==> src/rtl/chan_frame_serializer_if.sv <==
// -----------------------------------------------------------------------------
// chan_frame_serializer_if
//
// Byte-stream bus produced by chan_frame_serializer: an 8-bit valid/ready
// channel with start/end-of-frame markers.
//
// Signals:
//   out_data   8  frame byte
//   out_valid  1  out_data valid
//   out_ready  1  downstream accepts (a transfer is out_valid && out_ready)
//   out_sof    1  high with the sync byte
//   out_eof    1  high with the last byte of the frame
//
// Modports:
//   master  byte source (drives data/valid/sof/eof, samples ready)
//   slave   byte sink   (samples data/valid/sof/eof, drives ready)
// -----------------------------------------------------------------------------
interface chan_frame_serializer_if;
   logic [7:0] out_data;
   logic       out_valid;
   logic       out_ready;
   logic       out_sof;
   logic       out_eof;

   modport master (
      output out_data,
      output out_valid,
      output out_sof,
      output out_eof,
      input  out_ready
   );

   modport slave (
      input  out_data,
      input  out_valid,
      input  out_sof,
      input  out_eof,
      output out_ready
   );
endinterface

==> src/rtl/chan_frame_serializer.sv <==
// -----------------------------------------------------------------------------
// chan_frame_serializer
//
// Captures one snapshot of NUM_CH 8-bit channel samples and streams it as a
// framed byte sequence:
//   SYNC_BYTE, seq_num, channel 0 .. channel NUM_CH-1 [, checksum]
//
// Optional feature macro: CHAN_FRAME_CHECKSUM_EN
//   defined   -> a checksum byte closes the frame; it is the two's complement
//                of (seq_num + sum of channel bytes) mod 256, so seq, payload
//                and checksum sum to 8'h00. out_eof marks the checksum byte.
//   undefined -> no checksum state or accumulator; out_eof marks the last
//                channel byte.
//
// Parameters:
//   NUM_CH     channels per snapshot (2..255)
//   SYNC_BYTE  first byte of every frame
//
// Ports:
//   clk           system clock
//   rst           synchronous, active-high reset (aborts any frame in flight)
//   sample_valid  one-cycle snapshot strobe (source cannot be stalled)
//   sample_data   snapshot, channel i in bits [8i+7:8i]
//   sample_ready  capture register empty (FSM idle)
//   out_bus       byte-stream master (out_data/out_valid/out_ready/sof/eof)
//   seq_num       sequence number of the current or next frame
//   dropped_cnt   snapshots lost while busy, saturating at 16'hFFFF
// -----------------------------------------------------------------------------
module chan_frame_serializer #(
   parameter int         NUM_CH    = 32,
   parameter logic [7:0] SYNC_BYTE = 8'hA5
) (
   input  logic                     clk,
   input  logic                     rst,
   input  logic                     sample_valid,
   input  logic [NUM_CH*8-1:0]      sample_data,
   output logic                     sample_ready,
   chan_frame_serializer_if.master  out_bus,
   output logic [7:0]               seq_num,
   output logic [15:0]              dropped_cnt
);

   localparam int               IDX_W    = (NUM_CH > 1) ? $clog2(NUM_CH) : 1;
   localparam logic [IDX_W-1:0] LAST_IDX = IDX_W'(NUM_CH - 1);

`ifdef CHAN_FRAME_CHECKSUM_EN
   typedef enum logic [2:0] {
      S_IDLE,
      S_SYNC,
      S_SEQ,
      S_PAYLOAD,
      S_CSUM
   } state_t;
`else
   typedef enum logic [1:0] {
      S_IDLE,
      S_SYNC,
      S_SEQ,
      S_PAYLOAD
   } state_t;
`endif

   state_t           state;
   logic [7:0]       cap [NUM_CH];
   logic [IDX_W-1:0] ch_idx;
   logic [IDX_W-1:0] idx_nxt;
   logic [7:0]       data_r;
   logic             valid_r;
   logic             sof_r;
   logic             eof_r;
   logic             xfer;
`ifdef CHAN_FRAME_CHECKSUM_EN
   logic [7:0]       csum_acc;
`endif

   // Saturating 16-bit increment for the drop counter.
   function automatic logic [15:0] sat_inc16(input logic [15:0] v);
      return (v == 16'hFFFF) ? v : v + 16'd1;
   endfunction

   // Two's complement of a running byte sum: the value that brings the
   // total back to 8'h00.
   function automatic logic [7:0] csum_close(input logic [7:0] sum);
      return 8'h00 - sum;
   endfunction

   // Outputs come straight from registers; out_ready only gates state
   // updates, so it never reaches out_valid/out_data combinationally.
   assign xfer              = valid_r && out_bus.out_ready;
   assign sample_ready      = (state == S_IDLE);
   assign idx_nxt           = ch_idx + 1'b1;
   assign out_bus.out_data  = data_r;
   assign out_bus.out_valid = valid_r;
   assign out_bus.out_sof   = sof_r;
   assign out_bus.out_eof   = eof_r;

   // Capture register: data only, no reset. Written only while idle, so a
   // snapshot arriving mid-frame never disturbs the frame being sent.
   always_ff @(posedge clk) begin
      if (sample_valid && sample_ready) begin
         for (int i = 0; i < NUM_CH; i++) begin
            cap[i] <= sample_data[8*i +: 8];
         end
      end
   end

   // Drop counter: every strobe seen while busy is one lost snapshot.
   always_ff @(posedge clk) begin
      if (rst) begin
         dropped_cnt <= 16'h0000;
      end else if (sample_valid && !sample_ready) begin
         dropped_cnt <= sat_inc16(dropped_cnt);
      end
   end

   // Framing FSM. Each state presents one byte; the byte for the next state
   // is loaded on the transfer edge so out_data is always registered.
   always_ff @(posedge clk) begin
      if (rst) begin
         state    <= S_IDLE;
         valid_r  <= 1'b0;
         data_r   <= 8'h00;
         sof_r    <= 1'b0;
         eof_r    <= 1'b0;
         seq_num  <= 8'h00;
         ch_idx   <= '0;
`ifdef CHAN_FRAME_CHECKSUM_EN
         csum_acc <= 8'h00;
`endif
      end else begin
         unique case (state)
            S_IDLE: begin
               if (sample_valid) begin
                  state   <= S_SYNC;
                  valid_r <= 1'b1;
                  data_r  <= SYNC_BYTE;
                  sof_r   <= 1'b1;
                  eof_r   <= 1'b0;
               end
            end

            S_SYNC: begin
               if (xfer) begin
                  state    <= S_SEQ;
                  data_r   <= seq_num;
                  sof_r    <= 1'b0;
`ifdef CHAN_FRAME_CHECKSUM_EN
                  csum_acc <= seq_num;
`endif
               end
            end

            S_SEQ: begin
               if (xfer) begin
                  state  <= S_PAYLOAD;
                  ch_idx <= '0;
                  data_r <= cap[0];
                  eof_r  <= 1'b0;
               end
            end

            S_PAYLOAD: begin
               if (xfer) begin
                  if (ch_idx == LAST_IDX) begin
`ifdef CHAN_FRAME_CHECKSUM_EN
                     // Fold the last channel byte in while forming the checksum.
                     state   <= S_CSUM;
                     data_r  <= csum_close(csum_acc + data_r);
                     eof_r   <= 1'b1;
`else
                     state   <= S_IDLE;
                     valid_r <= 1'b0;
                     eof_r   <= 1'b0;
                     seq_num <= seq_num + 8'd1;
`endif
                  end else begin
                     ch_idx   <= idx_nxt;
                     data_r   <= cap[idx_nxt];
`ifdef CHAN_FRAME_CHECKSUM_EN
                     csum_acc <= csum_acc + data_r;
                     eof_r    <= 1'b0;
`else
                     eof_r    <= (idx_nxt == LAST_IDX);
`endif
                  end
               end
            end

`ifdef CHAN_FRAME_CHECKSUM_EN
            S_CSUM: begin
               if (xfer) begin
                  state   <= S_IDLE;
                  valid_r <= 1'b0;
                  eof_r   <= 1'b0;
                  seq_num <= seq_num + 8'd1;
               end
            end
`endif

            default: begin
               state   <= S_IDLE;
               valid_r <= 1'b0;
               sof_r   <= 1'b0;
               eof_r   <= 1'b0;
            end
         endcase
      end
   end

endmodule

==> src/flat_wrapper.sv <==
// flat-port wrapper written by rule: the top's interface ports become plain ports
module chan_frame_serializer_flat 
#(
   parameter int         NUM_CH    = 32,
   parameter logic [7:0] SYNC_BYTE = 8'hA5
)
  (clk, rst, sample_valid, sample_data, sample_ready, seq_num, dropped_cnt, out_bus_out_data, out_bus_out_valid, out_bus_out_sof, out_bus_out_eof, out_bus_out_ready);
  chan_frame_serializer_if out_bus_i ();
  input  logic clk;
  input  logic rst;
  input  logic sample_valid;
  input  logic [NUM_CH*8-1:0] sample_data;
  output logic sample_ready;
  output logic [7:0] seq_num;
  output logic [15:0] dropped_cnt;
  output wire logic [$bits(out_bus_i.out_data)-1:0] out_bus_out_data;
  output wire logic [$bits(out_bus_i.out_valid)-1:0] out_bus_out_valid;
  output wire logic [$bits(out_bus_i.out_sof)-1:0] out_bus_out_sof;
  output wire logic [$bits(out_bus_i.out_eof)-1:0] out_bus_out_eof;
  input wire logic [$bits(out_bus_i.out_ready)-1:0] out_bus_out_ready;
  assign out_bus_out_data = out_bus_i.out_data;
  assign out_bus_out_valid = out_bus_i.out_valid;
  assign out_bus_out_sof = out_bus_i.out_sof;
  assign out_bus_out_eof = out_bus_i.out_eof;
  assign out_bus_i.out_ready = out_bus_out_ready;
  chan_frame_serializer #(.NUM_CH(NUM_CH), .SYNC_BYTE(SYNC_BYTE)) u_core (.clk(clk), .rst(rst), .sample_valid(sample_valid), .sample_data(sample_data), .sample_ready(sample_ready), .out_bus(out_bus_i), .seq_num(seq_num), .dropped_cnt(dropped_cnt));
endmodule
==> config.mk <==
export PLATFORM = sky130hd
export DESIGN_NAME = chan_frame_serializer_flat
export DESIGN_NICKNAME = d
export VERILOG_FILES = /design/src/rtl/chan_frame_serializer_if.sv /design/src/rtl/chan_frame_serializer.sv /design/src/flat_wrapper.sv
export SDC_FILE = /design/constraint.sdc
export NUM_CORES = 1
export LEC_CHECK = 0
export BUFFER_PORTS_ARGS = -buffer_cell sky130_fd_sc_hd__buf_4
export CORE_MARGIN = 2
export CORE_UTILIZATION = 53
export DETAILED_ROUTE_END_ITERATION = 10
export GPL_TIMING_DRIVEN = 0
export PLACE_DENSITY = 0.88
export REMOVE_ABC_BUFFERS = 1
export SETUP_SLACK_MARGIN = 0.2
export SLEW_MARGIN = 20
export SYNTH_ARGS = -nofsm -noshare
export SYNTH_HDL_FRONTEND = slang
export SYNTH_SLANG_ARGS = --single-unit
==> constraint.sdc <==
create_clock -name clk -period 10.1 [get_ports clk]
set_clock_uncertainty 0.15 [all_clocks]
set_input_delay 2.02 -clock clk [delete_from_list [all_inputs] [get_ports clk]]
set_output_delay 2.02 -clock clk [all_outputs]
set_load 0.02 [all_outputs]
==> reports/qor_table.md, run 1 <==
| Item | This run |
|---|---|
| Max-cap check violation count | 0 |
| Synth area leader | sky130_fd_sc_hd__edfxtp_1 |
| Synth warn | 0 |
| CTS tree | built |
| Port buffer count | 295 |
| Initial antenna violation count | 0 |
| Wire per inst | 22.3 um |
| Resized Gates After CTS | 0 |
| Flops & latches, synth | 298 |
| First-pass GRT wire length | 44,600 um |
| Per-instance average area after synthesis | 17.0 um2 |
| # Post-CTS Setup Buffers | 0 |
| Clock tree root buffer cell | sky130_fd_sc_hd__clkbuf_16 |
| Gr usage total | 24.6% |
| Post-route total power | 3.34 mW |
| Path category of the worst min-delay check | flip-flop to flip-flop |
| Core area | 0.0220 mm2 |
| Dpl cells | 1,253 |
| Outcome | complete, no violations |
| Skew-Pair Late Insertion Delay | 560 ps |
| Total CTS buffers | 30 |
| Syn Inst Count | 703 |
| Kind of critical path | flip-flop to output pin |
| Die area | 0.0237 mm2 |
| Startpoint types | flip-flop |
| Area share of the leading cell type in the synthesized netlist | 64.4% |
| Initial core utilization | 54.4% |
| Detailed-route vias per instance | 5.75 |
| Standby leakage power | 5.97 nW |
| Max Freq | 265 MHz |
| Hold Buf Count CTS | 0 |
| Critical path capture point | sample_ready |
| Final number of setup-violating endpoints | 0 |
| Detailed Route Iter0 Violations | 539 |
| Worst slew margin relative to its limit | 28.9% |
| Top layer reached by signal wires | met4 |
| Number of global-route vias before repair | 7,945 |
| Critical path endpoint category | output pin |
| Depth of the most critical reg-to-reg path | 7 |
| Detail Route met3 WL | 2280 um |
| Sum of routed wire length over all layers | 29,200 um |
| Total cell area at the placement stage | 0.0145 mm2 |
| Sequential fraction of the synthesis area | 71.5% |
| Highest net fanout along the worst path | 9 |
| Slew of the pin with the lowest slew margin | 1060 ps |
| Number of cells traversed by the worst hold path | 2 |
| Worst supply voltage drop on vdd | 0.194 mV |
| Tcrit/Tclk final | 37.3% |
| Die span in x | 154 um |
| Final antenna-violating net count | 0 |
| Clock slew at the register clock pins of the worst setup and hold paths | 60 ps |
| Fraction of layout cells with a size suffix above 1 | 39.2% |
| Synthesis-to-finish area growth | 29.9% |
| Detailed-routed wire length on met2 | 15,300 um |
| GPL Wtd Cong | 0.801 |
| Summed area of non-filler cells in the final layout | 0.0155 mm2 |
| Count of TritonRoute iterations in the first routing pass | 5 |
| Cell variety after synth | 44 |
| Number of I/O pins | 296 |
| Reg-to-reg endpoint | u_core.out_bus.out_data[4] |
| Clock period minus final worst setup slack | 3770 ps |
| Number of hold violations in the final report | 0 |
| Clk sink count | 298 |
| Number of H-tree levels | 1 |
| Fraction of the core area covered by cells at the end of the flow | 70.6% |
| Unrepaired setup endpoints after global routing | no |
| Sum of overflow across all layers after global routing | 0 |
| RR Startpoint | u_core.ch_idx[0] |
| Height of the chip | 154 um |
| Worst-case hold slack | 353 ps |
| Number of vias in the routed layout | 7,533 |
| R2R setup slack | 6500 ps |
| # rows | 54 |
| Power density over the cells | 215 mW/mm2 |
| CP Data Required Time | 7930 ps |
| Launch point of the worst path | u_core.state[0] |
| Number of slew-limit violations in the final report | 0 |
| Number of standard cells in the final layout excluding fillers | 1,310 |
| Dominant cells by area after synthesis | sky130_fd_sc_hd__edfxtp_1 64%, sky130_fd_sc_hd__mux4_2 9.1%, sky130_fd_sc_hd__dfxtp_1 7.0% |
| Pin count of the biggest net entering global routing | 63 |
| Worst path arrival time | 1600 ps |
| Max clock buf depth | 3 |
| DRC viols | 0 |
| Met1 layer wirelength in the final routing | 10,800 um |
| Net count, final | 1,275 |
| Ant. Diodes | 0 |
| # fillers | 1,346 |
| Netlist area before placement | 0.0119 mm2 |
| Final HPWL from detailed placement | 20,500 um |
## flip-flops by register name, summed over array words and instances (netlist names)
name                      count
u_core.cap                  256
u_core.dropped_cnt           16
u_core.out_bus.out_data       8
u_core.seq_num                8
u_core.ch_idx                 5
u_core.state                  2
u_core.out_bus.out_eof        1
u_core.out_bus.out_sof        1
u_core.out_bus.out_valid      1
## report_power, final
part           switching (mW)  total, mW  internal, mW
Sequential             0.0803       1.74          1.66
Combinational           0.323      0.567         0.244
Clock                   0.448       1.03         0.583
Total                   0.851       3.34          2.49
## how the worst min path moves through the flow
stage	start	end	slack (ps)
after floorplan	u_core.state[0]	u_core.state[0]	310
after global placement	u_core.out_bus.out_eof	u_core.out_bus.out_eof	330
after detailed placement	u_core.out_bus.out_eof	u_core.out_bus.out_eof	340
after CTS	u_core.state[0]	u_core.state[0]	360
after global routing	u_core.out_bus.out_valid	u_core.out_bus.out_valid	400
final	u_core.out_bus.out_eof	u_core.out_bus.out_eof	350
## placed cells by master, fill, tap and decap left out, types with 4 or more instances in the layout
cell type and n:
sky130_fd_sc_hd__clkbuf_16 30, sky130_fd_sc_hd__dfxtp_1 41, sky130_fd_sc_hd__clkbuf_1 9, sky130_fd_sc_hd__nand2b_1 4
sky130_fd_sc_hd__a222oi_1 4, sky130_fd_sc_hd__xnor2_1 14, sky130_fd_sc_hd__nor3_1 11, sky130_fd_sc_hd__buf_16 7
sky130_fd_sc_hd__a22oi_1 23, sky130_fd_sc_hd__clkinv_1 6, sky130_fd_sc_hd__a21oi_1 13, sky130_fd_sc_hd__nand3_1 16
sky130_fd_sc_hd__inv_1 6, sky130_fd_sc_hd__mux4_2 48, sky130_fd_sc_hd__edfxtp_1 256, sky130_fd_sc_hd__and3_1 4
sky130_fd_sc_hd__and4_1 4, sky130_fd_sc_hd__a311oi_1 13, sky130_fd_sc_hd__xor2_1 6, sky130_fd_sc_hd__nor2_1 53
sky130_fd_sc_hd__clkbuf_8 5, sky130_fd_sc_hd__nand4_1 7, sky130_fd_sc_hd__nand3b_1 4, sky130_fd_sc_hd__a221oi_1 4
sky130_fd_sc_hd__nor3b_1 4, sky130_fd_sc_hd__mux2i_1 44, sky130_fd_sc_hd__nand2_1 49, sky130_fd_sc_hd__buf_4 295
sky130_fd_sc_hd__ha_1 8
## Yosys cell counts (all sizes together)
master	number
edfxtp	256
nor2	53
nand2	49
mux4	48
mux2i	44
dfxtp	42
a22oi	23
buf	20
nand3	16
xnor2	16
a21oi	13
a311oi	13
clkbuf	13
nor3	11
ha	9
nand4	7
xor2	7
inv	6
a2111oi	4
a221oi	4
a222oi	4
and2	4
and3	4
and4	4
nand2b	4
nand3b	4
nor3b	4
a211oi	3
o21ai	3
a311o	2
nor4	2
nor4b	2
o21bai	2
or2	2
a21o	1
a31o	1
a41o	1
nor2b	1
o31ai	1
## layout make-up
| class | instances | area (um2) | area share [%] |
|---|---|---|---|
| Multi-Input combinational cell | 366 | 3250 | 20.9 |
| Inverter | 6 | 22.5 | 0.145 |
| Sequential cell | 298 | 8530 | 55.0 |
| Clock inverter | 12 | 72.6 | 0.468 |
| Clock buffer | 44 | 853 | 5.51 |
| Timing Repair Buffer | 304 | 2420 | 15.6 |
| Tap cell | 280 | 350 | 2.26 |
## per-stage QoR
step           setup WS (ps)  TNS, ps
3_5_place_dp            6180        0
2_1_floorplan           1520        0
4_1_cts                 6180        0
6_report                6330        0
5_1_grt                 6220        0
3_3_place_gp            -541  -135310
## worst max-delay path, stage by stage (launching register included)
cell and delay (ps):
sky130_fd_sc_hd__dfxtp_1 340, sky130_fd_sc_hd__inv_1 90, sky130_fd_sc_hd__ha_1 400, sky130_fd_sc_hd__buf_4 220
## kinds of logic (layout without fill, tap and decap cells)
group | after synthesis | count (layout) | share of synthesized area, %
XOR/XNOR | 23 | 23 | 1.85
AO/OA/AOI/OAI | 75 | 75 | 4.81
adder cells (fa/ha/maj) | 9 | 9 | 0.944
multiplexers | 92 | 92 | 12.7
flip-flops | 298 | 298 | 71.5
buffers and inverters | 39 | 366 | 1.66
AND/OR/NAND/NOR | 167 | 167 | 6.54
## layer usage
metal | GRT usage [%] | up-vias
li1 | - | 3415
met1 | 30.6 | 3714
met2 | 43.8 | 342
met3 | 5.13 | 62
met4 | 7.17 | 0
met5 | 0 | -
(Power assumes the default switching activity.)
==> run 2, diff against run 1 <==
- clock period: 10.1 -> 3.7 ns (I/O delays scaled with it)
==> run 2 against run 1 <==
Combinational power increased to 2.7 times the previous value. Clock power increased to 2.7 times the previous value. Sequential power increased to 2.7 times the previous value. Critical path depth increased by 5.
==> reports/qor_table.md, run 2 (same netlist as run 1, synthesis figures left out) <==
| Item | This run | Delta |
|---|---|---|
| Max Freq | 307 MHz |  |
| Clock slew at the register clock pins of the worst setup and hold paths | 60 ps | about the same |
| Clock tree root buffer cell | sky130_fd_sc_hd__clkbuf_16 |  |
| Initial core utilization | 54.4% | unchanged |
| R2R setup slack | 450 ps | -6050 ps |
| Portion of total power attributed to combinational logic | 17.0% | about the same |
| Highest net fanout along the worst path | 36 | +27 |
| CTS tree | built |  |
| Largest register by flop count | u_core.cap |  |
| Pre-CTS setup slack | -218 ps | -6400 ps |
| Power density over the cells | 584 mW/mm2 | +170% |
| CP Data Required Time | 3960 ps | -3970 ps |
| DRC viols | 0 | unchanged |
| Total cell area at the placement stage | 0.0145 mm2 | unchanged |
| Switching part of the total power | 25.5% | about the same |
| # rows | 54 | unchanged |
| Unrepaired setup endpoints after global routing | no |  |
| Ant. Diodes | 0 | unchanged |
| Number of cells traversed by the worst hold path | 1 | -1 |
| Wire per inst | 22.6 um | +1.3% |
| Worst path arrival time | 3510 ps | +1910 ps |
| Endpoint of the worst hold-timing path | u_core.cap[27][1] |  |
| Setup_tns | 0 ps | unchanged |
| RR Startpoint | u_core.ch_idx[0] |  |
| Startpoint types | flip-flop |  |
| Slew of the pin with the lowest slew margin | 914 ps | -148 ps |
| Final HPWL from detailed placement | 20,500 um | unchanged |
| Summed area of non-filler cells in the final layout | 0.0156 mm2 | +0.71% |
| Slack of the critical path | 445 ps | -5890 ps |
| Largest registers ranked by flip-flop count | u_core.cap: 256 flops, u_core.dropped_cnt: 16 flops |  |
| Met1 routing resource usage after global routing | 31.3% | +0.66 points |
| Number of slew-limit violations in the final report | 0 | unchanged |
| Detailed Route Iter0 Violations | 520 | -3.5% |
| Path category of the worst min-delay check | primary input to flip-flop |  |
| Pin count of the biggest net entering global routing | 63 | unchanged |
| Detailed-route vias per instance | 5.73 | -0.31% |
| Height of the chip | 154 um | unchanged |
| Final antenna-violating net count | 0 | unchanged |
| Number of global-route vias before repair | 8,018 | +0.92% |
| Count of TritonRoute iterations in the first routing pass | 5 | unchanged |
| Clk sink count | 298 | unchanged |
| First-pass GRT wire length | 45,200 um | +1.3% |
| Hold Buf Count CTS | 0 | unchanged |
| Most common cell after layout, fill and taps aside | sky130_fd_sc_hd__buf_4 |  |
| Synthesis-to-finish area growth | 30.8% |  |
| Leading cell types in the layout, fill and taps excluded | 300 x sky130_fd_sc_hd__buf_4, 256 x sky130_fd_sc_hd__edfxtp_1, 49 x sky130_fd_sc_hd__nand2_1 |  |
| Number of I/O pins | 296 | unchanged |
| GPL Wtd Cong | 0.801 | unchanged |
| Core area | 0.0220 mm2 | unchanged |
| Grt met3 use | 5.13% | unchanged |
| Reg-to-reg endpoint | u_core.out_bus.out_data[6] |  |
| Gr usage total | 25.0% | +0.41 points |
| Hold path startpoint | sample_data[217] |  |
| Skew-Pair Late Insertion Delay | 550 ps | about the same |
| Number of vias in the routed layout | 7,550 | +0.23% |
| Standby leakage power | 6.01 nW | +0.75% |
| Clock Power Share | 30.9% | about the same |
| # fillers | 1,335 | -0.82% |
| Global routing's busiest layer | met2 |  |
| Flip-flop count of the largest register after layout | 256 | unchanged |
| Fraction of layout cells with a size suffix above 1 | 40.7% | +1.5 points |
| Final number of setup-violating endpoints | 0 | unchanged |
| Number of hold violations in the final report | 0 | unchanged |
| Worst supply voltage drop on vdd | 0.530 mV | +170% |
| Die area | 0.0237 mm2 | unchanged |
| Initial antenna violation count | 0 | unchanged |
| Dpl cells | 1,253 | unchanged |
| Internal power component | 6.79 mW | +170% |
| Depth of the most critical reg-to-reg path | 8 | +1 |
| Fraction of the core area covered by cells at the end of the flow | 71.1% | +0.50 points |
| Tcrit/Tclk final | 88.0% |  |
| Outcome | complete, no violations |  |
| Clock period minus final worst setup slack | 3250 ps |  |
| Kind of critical path | flip-flop to flip-flop |  |
| Total CTS buffers | 30 | unchanged |
| Max-cap check violation count | 0 | unchanged |
| Max clock buf depth | 3 | unchanged |
| Number of standard cells in the final layout excluding fillers | 1,317 | +0.53% |
| Sum of overflow across all layers after global routing | 0 | unchanged |
| Routing usage on met2 | 44.3% | +0.51 points |
| Critical path endpoint category | flip-flop |  |
| Sum of routed wire length over all layers | 29,700 um | +1.9% |
| Relative contribution of sequential cells to total power | 52.1% | about the same |
| Number of H-tree levels | 1 | unchanged |
| Net count, final | 1,282 | +0.55% |
| Total net switching power | 2.32 mW | +170% |
| Die span in x | 154 um | unchanged |
| Worst slew margin relative to its limit | 39.0% | +10 points |
| Port buffer count | 295 | unchanged |
==> run 2: per-stage QoR <==
step | hold slack, ps | power [mW]
6_report | 207 | 9.12
5_1_grt | 185 | 9.45
4_1_cts | 185 | 9.16
3_5_place_dp | 343 | 6.35
3_3_place_gp | 327 | 5.83
2_1_floorplan | 310 | 5.64
==> run 2: final cells by class <==
class | count | area, um2 | share of cell area (%)
Clock buffer | 44 | 853 | 5.47
Clock inverter | 12 | 72.6 | 0.465
Inverter | 6 | 22.5 | 0.144
Multi-Input combinational cell | 367 | 3300 | 21.1
Sequential cell | 298 | 8530 | 54.7
Tap cell | 280 | 350 | 2.24
Timing Repair Buffer | 310 | 2480 | 15.9
==> run 2: what timing repair did <==
item                                   in CTS  in global routing
gates cloned                                1                  0
endpoints found under the hold margin       0                  0
buffers inserted                            6                  1
pin swaps                                   2                  0
setup endpoints to repair                   7                  8
gates resized for setup                    10                  0
==> run 2: how the worst max path moves through the flow <==
stage | startpoint | endpoint | cells past startpoint
floorplan | u_core.state[0] | u_core.cap[0][0] | 3
global placement | sample_valid | u_core.cap[16][3] | 2
detailed placement | u_core.ch_idx[0] | u_core.out_bus.out_data[4] | 7
CTS | u_core.ch_idx[0] | u_core.out_bus.out_data[1] | 8
global route | u_core.ch_idx[0] | u_core.out_bus.out_data[2] | 8
finish | u_core.ch_idx[0] | u_core.out_bus.out_data[6] | 8
==> run 2: routing by layer <==
layer	vias to the layer above	routed length [um]	share of wire (%)
met5	-	0	0
met2	343	15500	52
met4	0	856	2.9
met1	3720	11000	37
met3	59	2310	7.8
li1	3428	-	-
==> run 2: worst max-delay path: stages (launching register included) <==
cell and delay (ps):
sky130_fd_sc_hd__dfxtp_4 580, sky130_fd_sc_hd__inv_1 220, sky130_fd_sc_hd__ha_4 610, sky130_fd_sc_hd__buf_16 290, sky130_fd_sc_hd__mux4_2 350, sky130_fd_sc_hd__mux2i_1 330
sky130_fd_sc_hd__nor3_1 80, sky130_fd_sc_hd__a311oi_1 330, sky130_fd_sc_hd__a311oi_1 130
==> run 2: power groups by stage <==
stage | clock network (mW) | logic, mW | registers [mW]
final | 2.81 | 1.55 | 4.75
after global routing | 2.98 | 1.67 | 4.80
after CTS | 2.86 | 1.55 | 4.75
after detailed placement | 0 | 1.54 | 4.81
after global placement | 0 | 1.16 | 4.67
after floorplan | 0 | 0.786 | 4.85
